**src/rtl/mem_arb_pkg.sv**
```systemverilog
// Shared types and helpers for the shared data-memory arbiter.
// Latency: none (types, constants and a pure function only).
// Backpressure: not applicable.
package mem_arb_pkg;

  // Widest requester vector rr_pick can handle; instantiations use NUM_CORES <= CORES_MAX.
  localparam int CORES_MAX = 16;
  localparam int IDX_W     = $clog2(CORES_MAX);

  typedef enum logic [1:0] {
    IDLE = 2'd0,
    BUSY = 2'd1,
    DONE = 2'd2,
    ERR  = 2'd3
  } arb_state_e;

  typedef struct packed {
    logic             vld;
    logic [IDX_W-1:0] idx;
  } pick_t;

  // First set bit of req at or above ptr, wrapping modulo n (n = active requester count).
  // Scanning offsets from high to low lets the smallest offset win without a break.
  function automatic pick_t rr_pick(input logic [CORES_MAX-1:0] req,
                                    input logic [IDX_W-1:0]     ptr,
                                    input int                   n);
    pick_t p;
    int    k;
    p = '0;
    for (int i = CORES_MAX - 1; i >= 0; i--) begin
      if (i < n) begin
        k = (int'(ptr) + i) % n;
        if (req[k[IDX_W-1:0]]) begin
          p.vld = 1'b1;
          p.idx = k[IDX_W-1:0];
        end
      end
    end
    return p;
  endfunction

endpackage

```
**src/rtl/mem_arbiter_rr_select.sv**
```systemverilog
// Rotating-priority encoder: picks the first requester at or above ptr, wrapping.
// Latency: purely combinational.
// Backpressure: none; the caller decides when to consume the pick.
// Ports: req (per-core requests), ptr (starting index),
//        gnt_vld (any request present), gnt_idx (selected core).
module mem_arbiter_rr_select
  import mem_arb_pkg::*;
#(
  parameter int NUM_CORES = 4
) (
  input  logic [NUM_CORES-1:0]         req,
  input  logic [$clog2(NUM_CORES)-1:0] ptr,
  output logic                         gnt_vld,
  output logic [$clog2(NUM_CORES)-1:0] gnt_idx
);

  localparam int GW = $clog2(NUM_CORES);

  logic [CORES_MAX-1:0] req_ext;
  pick_t                pick;

  assign req_ext = CORES_MAX'(req);
  assign pick    = rr_pick(req_ext, IDX_W'(ptr), NUM_CORES);
  assign gnt_vld = pick.vld;
  assign gnt_idx = GW'(pick.idx);

endmodule

```
**src/rtl/mem_arbiter.sv**
```systemverilog
// Round-robin arbiter sharing one data-memory port between NUM_CORES cores.
// Latency: grant->mem_req 1 cycle; done/err pulse 1 cycle after mem_ready/timeout; 3 cycles min per transfer.
// Backpressure: waiting cores are frozen via core_stall; memory waits handled by mem_ready with timeout abort.
// Ports: core_req/we/addr/wdata in from cores; core_stall/done/err/rdata back to cores;
//        mem_req/we/addr/wdata out to memory controller; mem_rdata/mem_ready back from it.
module mem_arbiter
  import mem_arb_pkg::*;
#(
  parameter int NUM_CORES = 4,
  parameter int WIDTH     = 32,
  parameter int ADDR_W    = 32,
  parameter int TIMEOUT   = 255
) (
  input  logic                        clk,
  input  logic                        rst_n,
  input  logic [NUM_CORES-1:0]        core_req,
  input  logic [NUM_CORES-1:0]        core_we,
  input  logic [NUM_CORES*ADDR_W-1:0] core_addr,
  input  logic [NUM_CORES*WIDTH-1:0]  core_wdata,
  output logic [NUM_CORES-1:0]        core_stall,
  output logic [NUM_CORES-1:0]        core_done,
  output logic [NUM_CORES-1:0]        core_err,
  output logic [WIDTH-1:0]            core_rdata,
  output logic                        mem_req,
  output logic                        mem_we,
  output logic [ADDR_W-1:0]           mem_addr,
  output logic [WIDTH-1:0]            mem_wdata,
  input  logic [WIDTH-1:0]            mem_rdata,
  input  logic                        mem_ready
);

  localparam int GW    = $clog2(NUM_CORES);
  localparam int CNT_W = $clog2(TIMEOUT + 1);

  arb_state_e        state_q, state_d;
  logic [GW-1:0]     rr_ptr_q, rr_ptr_d;
  logic [GW-1:0]     gnt_idx_q, gnt_idx_d;
  logic [CNT_W-1:0]  cnt_q, cnt_d;
  logic              mem_req_q, mem_req_d;
  logic              mem_we_q, mem_we_d;
  logic [ADDR_W-1:0] mem_addr_q, mem_addr_d;
  logic [WIDTH-1:0]  mem_wdata_q, mem_wdata_d;
  logic [WIDTH-1:0]  rdata_q, rdata_d;

  logic              sel_vld;
  logic [GW-1:0]     sel_idx;
  logic              sel_we;
  logic [ADDR_W-1:0] sel_addr;
  logic [WIDTH-1:0]  sel_wdata;

  mem_arbiter_rr_select #(.NUM_CORES(NUM_CORES)) u_sel (
    .req     (core_req),
    .ptr     (rr_ptr_q),
    .gnt_vld (sel_vld),
    .gnt_idx (sel_idx)
  );

  // Steer the selected core's request fields toward the mem_* registers.
  always_comb begin
    sel_we    = 1'b0;
    sel_addr  = '0;
    sel_wdata = '0;
    for (int i = 0; i < NUM_CORES; i++) begin
      if (sel_idx == GW'(i)) begin
        sel_we    = core_we[i];
        sel_addr  = core_addr[i*ADDR_W +: ADDR_W];
        sel_wdata = core_wdata[i*WIDTH +: WIDTH];
      end
    end
  end

  always_comb begin
    state_d     = state_q;
    rr_ptr_d    = rr_ptr_q;
    gnt_idx_d   = gnt_idx_q;
    cnt_d       = cnt_q;
    mem_req_d   = mem_req_q;
    mem_we_d    = mem_we_q;
    mem_addr_d  = mem_addr_q;
    mem_wdata_d = mem_wdata_q;
    rdata_d     = rdata_q;
    unique case (state_q)
      IDLE: begin
        if (sel_vld) begin
          gnt_idx_d   = sel_idx;
          mem_we_d    = sel_we;
          mem_addr_d  = sel_addr;
          mem_wdata_d = sel_wdata;
          mem_req_d   = 1'b1;
          cnt_d       = '0;
          state_d     = BUSY;
        end
      end
      BUSY: begin
        // Store completions also capture mem_rdata; the value is simply unused by the core.
        if (mem_ready) begin
          rdata_d   = mem_rdata;
          mem_req_d = 1'b0;
          state_d   = DONE;
        end else if (cnt_q == CNT_W'(TIMEOUT - 1)) begin
          mem_req_d = 1'b0;
          state_d   = ERR;
        end else begin
          cnt_d = cnt_q + 1'b1;
        end
      end
      DONE, ERR: begin
        // NUM_CORES is a power of two, so the natural GW-bit wrap is the modulo.
        rr_ptr_d = gnt_idx_q + 1'b1;
        state_d  = IDLE;
      end
      default: state_d = IDLE;
    endcase
  end

  always_ff @(posedge clk) begin
    if (!rst_n) begin
      state_q     <= IDLE;
      rr_ptr_q    <= '0;
      gnt_idx_q   <= '0;
      cnt_q       <= '0;
      mem_req_q   <= 1'b0;
      mem_we_q    <= 1'b0;
      mem_addr_q  <= '0;
      mem_wdata_q <= '0;
      rdata_q     <= '0;
    end else begin
      state_q     <= state_d;
      rr_ptr_q    <= rr_ptr_d;
      gnt_idx_q   <= gnt_idx_d;
      cnt_q       <= cnt_d;
      mem_req_q   <= mem_req_d;
      mem_we_q    <= mem_we_d;
      mem_addr_q  <= mem_addr_d;
      mem_wdata_q <= mem_wdata_d;
      rdata_q     <= rdata_d;
    end
  end

  // DONE/ERR last exactly one cycle, so decoding the state gives single-cycle pulses.
  always_comb begin
    core_done = '0;
    core_err  = '0;
    if (state_q == DONE) core_done[gnt_idx_q] = 1'b1;
    if (state_q == ERR)  core_err[gnt_idx_q]  = 1'b1;
  end

  // Stall follows the live request so a core that drops its request is released at once.
  assign core_stall = core_req & ~core_done & ~core_err;

  assign core_rdata = rdata_q;
  assign mem_req    = mem_req_q;
  assign mem_we     = mem_we_q;
  assign mem_addr   = mem_addr_q;
  assign mem_wdata  = mem_wdata_q;

endmodule

```
**config.mk**
```make
export PLATFORM = sky130hd
export DESIGN_NAME = mem_arbiter
export DESIGN_NICKNAME = d
export VERILOG_FILES = /design/src/rtl/mem_arb_pkg.sv /design/src/rtl/mem_arbiter_rr_select.sv /design/src/rtl/mem_arbiter.sv
export SDC_FILE = /design/constraint.sdc
export NUM_CORES = 1
export LEC_CHECK = 0
export CAP_MARGIN = 20
export CORE_AREA = 2 2 159 161
export CTS_CLUSTER_DIAMETER = 30
export CTS_CLUSTER_SIZE = 25
export DETAILED_ROUTE_END_ITERATION = 6
export DIE_AREA = 0 0 161 163
export GPL_ROUTABILITY_DRIVEN = 0
export GPL_TIMING_DRIVEN = 0
export HOLD_SLACK_MARGIN = 0.02
export SLEW_MARGIN = 15
export SYNTH_ARGS = -nofsm -noshare
export SYNTH_HDL_FRONTEND = slang
export SYNTH_SLANG_ARGS = --single-unit
export TNS_END_PERCENT = 1
```
**constraint.sdc**
```tcl
create_clock -name clk -period 3.7 [get_ports clk]
set_clock_uncertainty 0.05 [all_clocks]
set_input_delay 0.925 -clock clk [delete_from_list [all_inputs] [get_ports clk]]
set_output_delay 0.925 -clock clk [all_outputs]
set_load 0.02 [all_outputs]
```
==> summary.txt, run 1 <==
Timing
  • Slew HR: 66.96%
  • Setup TNS: 0 ns
  • Fin. Hold Viols: 0
  • Final setup fails: 0
  • Fin. max-slew vios: 0
  • RSZ-0062 raised after global routing: no
  • Tcrit/Tclk final: 90.82%
  • Fmax: 297.6 MHz
  • Min cycle time layout: 3.360 ns
  • Slew @ Worst Pin: 0.4916 ns

Worst setup path
  • Critical path arrival: 2.39 ns
  • CP startpoint kind: input port
  • Worst Path Max Fanout: 4
  • CP endpoint kind: output port
  • R2R setup slack: 1.56 ns
  • Cell count of the worst reg-to-reg path: 6
  • WS Path Type: in -> out
  • Required time at the worst-slack endpoint: 2.72 ns

Synthesis
  • Syn_area_per_cell: 10.56 sq um
  • Post-synthesis sequential area ratio: 35.26%
  • Yosys warning total: 0
  • Post-synth cell types: 42
  • Mapped Cells: 602
  • Net Count, Synth: 907
  • Seq cells post-synth: 112
  • Synthesized area: 0.006359 sq mm

Cells and area
  • Most common cell after layout, fill and taps aside: clkdlybuf4s50_1
  • Post-layout nets: 1326
  • Area grow syn2layout: 75.32%
  • Most frequent cells in the layout: 408 x clkdlybuf4s50_1, 134 x mux2i_1, 130 x nand2_1, 112 x dfxtp_1, 51 x o221ai_2
  • Layout cells sized above 1: 11.31%
  • Post-route cell area: 0.01115 sq mm

CTS
  • CTS tree: yes
  • Clk_lat worst skew: 0.36 ns
  • Hold_buf cts: 0
  • Root buffer cell: clkbuf_16
  • Clock buffer depth: 2
  • # Post-CTS Setup Buffers: 0
  • H-tree depth: 3
  • Num CTS Buffers: 9
  • # clock sinks: 112
  • Post-CTS sizing: 0
  • Reg clk slew, reported paths: 0.09 ns

GRT
  • GR Overflow Total: 0
  • Number of global-route vias before repair: 6143
  • Initial antenna violation count: 5
  • Largest net degree at the start of global routing: 21
  • First-pass GRT wire length: 37860 um
  • Total track usage: 18.98%

Floorplan
  • IO Pins: 409
  • Initial core utilization: 25.77%
  • Die Footprint: 0.02624 sq mm
  • # rows: 58
  • Core Area: 0.02467 sq mm
  • Die W: 161 um
  • Die Span Y: 163 um

Placed design
  • I/O Buffers: 408
  • Post-DP HPWL: 20960 um
  • Placed instance area: 0.01086 sq mm

Pwr
  • Tot Pwr: 0.003842 W
  • Pwr per Cell Area: 344.6 mW/mm^2
  • Worst VDD drop: 0.2009 mV
  • Leak Pwr: 3.998 nW

Worst hold path
  • Worst hold path type: reg -> reg
  • WHS Path Cells: 2

Routing
  • WL final: 25960 um
  • Via count: 6110
  • Antenna viol nets, final: 0
  • 1st-iter DRT viols: 219
  • Drt wl/cell: 19.12 um
  • First-pass iteration count of the detailed router: 4
  • Vias per inst: 4.499
  • Post-route DRC: 0

Run
  • Max-Cap Viols: 0

Run status
  • Status: complete, no violations
[final timing paths]
check	from	to
max	core_req[1]	core_stall[1]
min	core_rdata[12]$_SDFFE_PN0P_	core_rdata[12]$_SDFFE_PN0P_
min reg2reg	core_rdata[12]$_SDFFE_PN0P_	core_rdata[12]$_SDFFE_PN0P_
max reg2reg	rr_ptr_q[1]$_SDFFE_PN0P_	mem_wdata[5]$_SDFFE_PN0P_
[registers in the layout (all words and copies together) (netlist names), 2 cells and up]
signal and cells:
mem_addr 32, core_rdata 32, gnt_idx_q 2, cnt_q 8, state_q 2, mem_wdata 32
rr_ptr_q 2
[cells by family (layout without fill, tap and decap cells)]
family                     after synthesis  after routing  share of synthesized area [%]
xor gates and xnor gates                 7              7                         0.9642
buffers and inverters                   56            480                          9.583
AOI/OAI and AO/OA                      112            112                          19.66
and+or+nand+nor                        175            175                          12.26
DFF                                    112            112                          35.26
other                                    0              2                              0
adders and majority gates                6              6                          1.181
muxes                                  134            134                          21.09
[per-stage QoR]
| step | util [%] | std cells | setup WS, ns | hold WS (ns) |
|---|---|---|---|---|
| floorplan | - | 602 | 1.291 | 0.4210 |
| global placement | 44.00 | 1340 | 0.3346 | 0.3896 |
| detailed placement | 44.00 | 1340 | 0.3325 | 0.3965 |
| CTS | 45.16 | 1356 | 0.3260 | 0.4070 |
| global route | 45.17 | 1357 | 0.2717 | 0.4256 |
| finish | 45.18 | 1358 | 0.3397 | 0.4048 |
[power by group]
group	total, W	switching, W	internal [W]
logic	0.00144	0.000643	0.000800
registers	0.00141	0.0000728	0.00134
clock network	0.000990	0.000516	0.000475
total	0.00384	0.00123	0.00261
[metal layers]
layer / up-vias / share of wire (%) / GRT usage (%)
li1: 3029 / - / -
met1: 2818 / 40 / 21.58
met2: 228 / 50 / 34.06
met3: 29 / 7.9 / 6.443
met4: 6 / 1.7 / 4.870
met5: - / 0.18 / 0
[cell usage after synthesis, drive strengths merged]
cell type	n	share of area, %
a211oi	1	0.20
a21boi	34	4.0
a21oi	7	0.61
a221oi	1	0.24
a22o	1	0.14
a311oi	1	0.24
and2	7	0.69
and3	6	0.59
and4	1	0.14
buf	35	7.4
bufbuf	4	1.2
clkbuf	10	0.59
dfxtp	112	35
ha	6	1.2
inv	7	0.41
mux2i	134	21
nand2	130	7.7
nand2b	4	0.43
nand3	3	0.24
nand3b	1	0.31
nand4	2	0.20
nor2	10	0.59
nor2b	5	0.53
nor3	2	0.33
nor3b	2	0.24
nor4	1	0.20
o21ai	1	0.079
o221a	1	0.18
o221ai	65	14
or2	1	0.098
xnor2	2	0.28
xor2	5	0.69
[critical path: stages]
cell and delay [ns]:
clkdlybuf4s50_1 0.55, inv_1 0.11, a21oi_1 0.15, clkdlybuf4s50_1 0.64
[final cells by class]
class,count,area [sq um]
plain buffers,49,583.1
clock inverters,7,62.56
clock buffers,9,225.2
flip-flops and latches,112,2242
inverters,7,26.28
fillers,2386,13530
well taps,330,412.9
diodes,2,5.005
repair buffers,408,4084
multi-input cells,434,3507
Power figures use the tool's default switching activity.
==> run 2: changes to the inputs <==
- RECOVER_POWER: unset -> 50
==> run 2 against run 1 <==
Against the previous run:
- via count is 0.26% higher
- flip-flop and latch count stayed put
- worst hold slack worse by 0.0017 ns
- count of clock-buffer cells in the layout stayed put
- critical path depth is 1 lower
- clock power hardly changed
- utilization hardly changed
- sequential power hardly changed
- wire length hardly changed
- first-iteration DRC count is 8.7% lower
- global-route usage stayed put
- sequential share of layout area hardly changed
==> summary.txt, run 2 (synthesis gave the netlist of run 1 again) <==
Pwr
  • Sw Share: 32.34% (+0.29 points)
  • NetSw: 0.001226 W (-0.38%)
  • Worst VDD drop: 0.2008 mV (about the same)
  • Tot Pwr: 0.003793 W (-1.3%)
  • Leak Pwr: 4.256 nW (+6.5%)
  • Pwr per Cell Area: 340.4 mW/mm^2 (-1.2%)
  • Flop pwr share: 37.0% (+0.3 points)
  • Pint: 0.002566 W (-1.7%)
  • Clk network pwr share: 26.2% (+0.4 points)
  • Combinational share of power: 36.9% (-0.7 points)

Timing
  • Final setup fails: 0 (unchanged)
  • Fin. max-slew vios: 0 (unchanged)
  • Slew HR: 49.21% (-18 points)
  • Tcrit/Tclk final: 92.25% (+1.4 points)
  • Slew @ Worst Pin: 0.7549 ns (+0.2633 ns)
  • Fmax: 293.0 MHz (-1.6%)
  • RSZ-0062 raised after global routing: no
  • Fin. Hold Viols: 0 (unchanged)
  • Setup ws final: 0.2868 ns (-0.05292 ns)
  • Setup TNS: 0 ns (unchanged)
  • Min cycle time layout: 3.413 ns (+0.05292 ns)

Routing
  • Vias per inst: 4.511 (+0.26%)
  • Post-route DRC: 0 (unchanged)
  • WL final: 25950 um (about the same)
  • 1st-iter DRT viols: 200 (-8.7%)
  • Via count: 6126 (+0.26%)
  • First-pass iteration count of the detailed router: 4 (unchanged)
  • Antenna viol nets, final: 0 (unchanged)
  • Drt wl/cell: 19.11 um (about the same)

Run
  • Max-Cap Viols: 0 (unchanged)

GRT
  • Number of global-route vias before repair: 6143 (unchanged)
  • Largest net degree at the start of global routing: 21 (unchanged)
  • GR Overflow Total: 0 (unchanged)
  • Total track usage: 18.98% (unchanged)
  • First-pass GRT wire length: 37860 um (unchanged)
  • Initial antenna violation count: 5 (unchanged)

CTS
  • Post-CTS sizing: 0 (unchanged)
  • # Post-CTS Setup Buffers: 0 (unchanged)
  • # clock sinks: 112 (unchanged)
  • Clock buffer depth: 2 (unchanged)
  • Clk_lat worst skew: 0.36 ns (about the same)
  • Root buffer cell: clkbuf_16
  • Reg clk slew, reported paths: 0.09 ns (about the same)
  • Hold_buf cts: 0 (unchanged)
  • CTS tree: yes
  • H-tree depth: 3 (unchanged)
  • Num CTS Buffers: 9 (unchanged)

Worst hold path
  • WHS Path Cells: 2 (unchanged)
  • Worst hold path type: reg -> reg
  • Hold EP: core_rdata[12]$_SDFFE_PN0P_
  • Hold path startpoint: core_rdata[12]$_SDFFE_PN0P_

Worst setup path
  • CP endpoint kind: output port
  • WS Path Type: in -> out
  • CP startpoint kind: input port
  • Cell count of the worst reg-to-reg path: 6 (unchanged)
  • Critical path arrival: 2.44 ns (+0.05 ns)
  • Required time at the worst-slack endpoint: 2.72 ns (about the same)
  • Reg-to-reg endpoint: mem_wdata[5]$_SDFFE_PN0P_
  • R2R setup slack: 1.56 ns (about the same)
  • Worst Path Max Fanout: 5 (+1)
  • RR Startpoint: rr_ptr_q[1]$_SDFFE_PN0P_

Floorplan
  • Core Area: 0.02467 sq mm (unchanged)
  • # rows: 58 (unchanged)
  • Die W: 161 um (unchanged)
  • Die Footprint: 0.02624 sq mm (unchanged)
  • Initial core utilization: 25.77% (unchanged)
  • IO Pins: 409 (unchanged)
  • Die Span Y: 163 um (unchanged)

Placed design
  • Pre-CTS setup slack: 0.3325 ns (unchanged)
  • Post-DP HPWL: 20960 um (unchanged)
  • I/O Buffers: 408 (unchanged)

Cells and area
  • Post-layout util: 45.16% (about the same)
  • Most frequent cells in the layout: 308 x clkdlybuf4s50_1, 134 x mux2i_1, 130 x nand2_1, 112 x dfxtp_1, 100 x dlygate4sd3_1
  • Layout cells sized above 1: 11.21% (-0.097 points)
  • Most common cell after layout, fill and taps aside: clkdlybuf4s50_1
  • Area grow syn2layout: 75.23% (about the same)
  • Post-layout nets: 1326 (unchanged)

Run status
  • Status: complete, no violations
[run 2: cell count changes in the layout (fill, tap and decap cells not counted), sizes merged]
cell and delta:
clkdlybuf4s50 -100, dlygate4sd3 +100
[run 2: power by group through the flow]
| stage | clock [W] | sequential [W] | combinational [W] |
|---|---|---|---|
| floorplan | 0 | 0.00158 | 0.000564 |
| global placement | 0 | 0.00143 | 0.00146 |
| detailed placement | 0 | 0.00144 | 0.00146 |
| CTS | 0.00103 | 0.00141 | 0.00147 |
| global route | 0.00107 | 0.00142 | 0.00149 |
| finish | 0.000992 | 0.00140 | 0.00140 |
[run 2: metal layers]
metal	track usage, %	part of all wire, %	vias up
li1	-	-	3035
met1	21.58	40	2804
met2	34.06	50	250
met3	6.443	8.4	31
met4	4.870	1.7	6
met5	0	0.18	-
[run 2: cell type report]
| class | instances | area [sq um] |
|---|---|---|
| inverter | 7 | 26.28 |
| buffer | 49 | 583.1 |
| clock inverter | 7 | 62.56 |
| tap | 330 | 412.9 |
| clock buffer | 9 | 225.2 |
| fill | 2388 | 13530 |
| multi-input combinational | 434 | 3501 |
| antenna | 2 | 5.005 |
| sequential | 112 | 2242 |
| timing repair buffer | 408 | 4084 |
[run 2: worst max path at each step]
| stage | startpoint | to | slack (ns) | cells past startpoint |
|---|---|---|---|---|
| finish | core_req[2] | core_stall[2] | 0.29 | 3 |
| global route | core_req[2] | core_stall[2] | 0.22 | 3 |
| CTS | core_req[1] | core_stall[1] | 0.33 | 4 |
| detailed placement | core_req[1] | core_stall[1] | 0.33 | 4 |
| global placement | core_req[0] | core_stall[0] | 0.33 | 3 |
| floorplan | core_req[0] | core_stall[0] | 1.29 | 1 |
[run 2: worst max-delay path, stage by stage]
cell	delay (ns)
dlygate4sd3_1	0.64
a21boi_0	0.20
clkdlybuf4s50_1	0.67
[run 2: metrics by stage]
stage	instances	area [sq um]	hold WS, ns
floorplan	602	6359	0.4210
global placement	1340	10860	0.3896
detailed placement	1340	10860	0.3965
CTS	1356	11140	0.4070
global route	1357	11140	0.4229
finish	1358	11140	0.4031
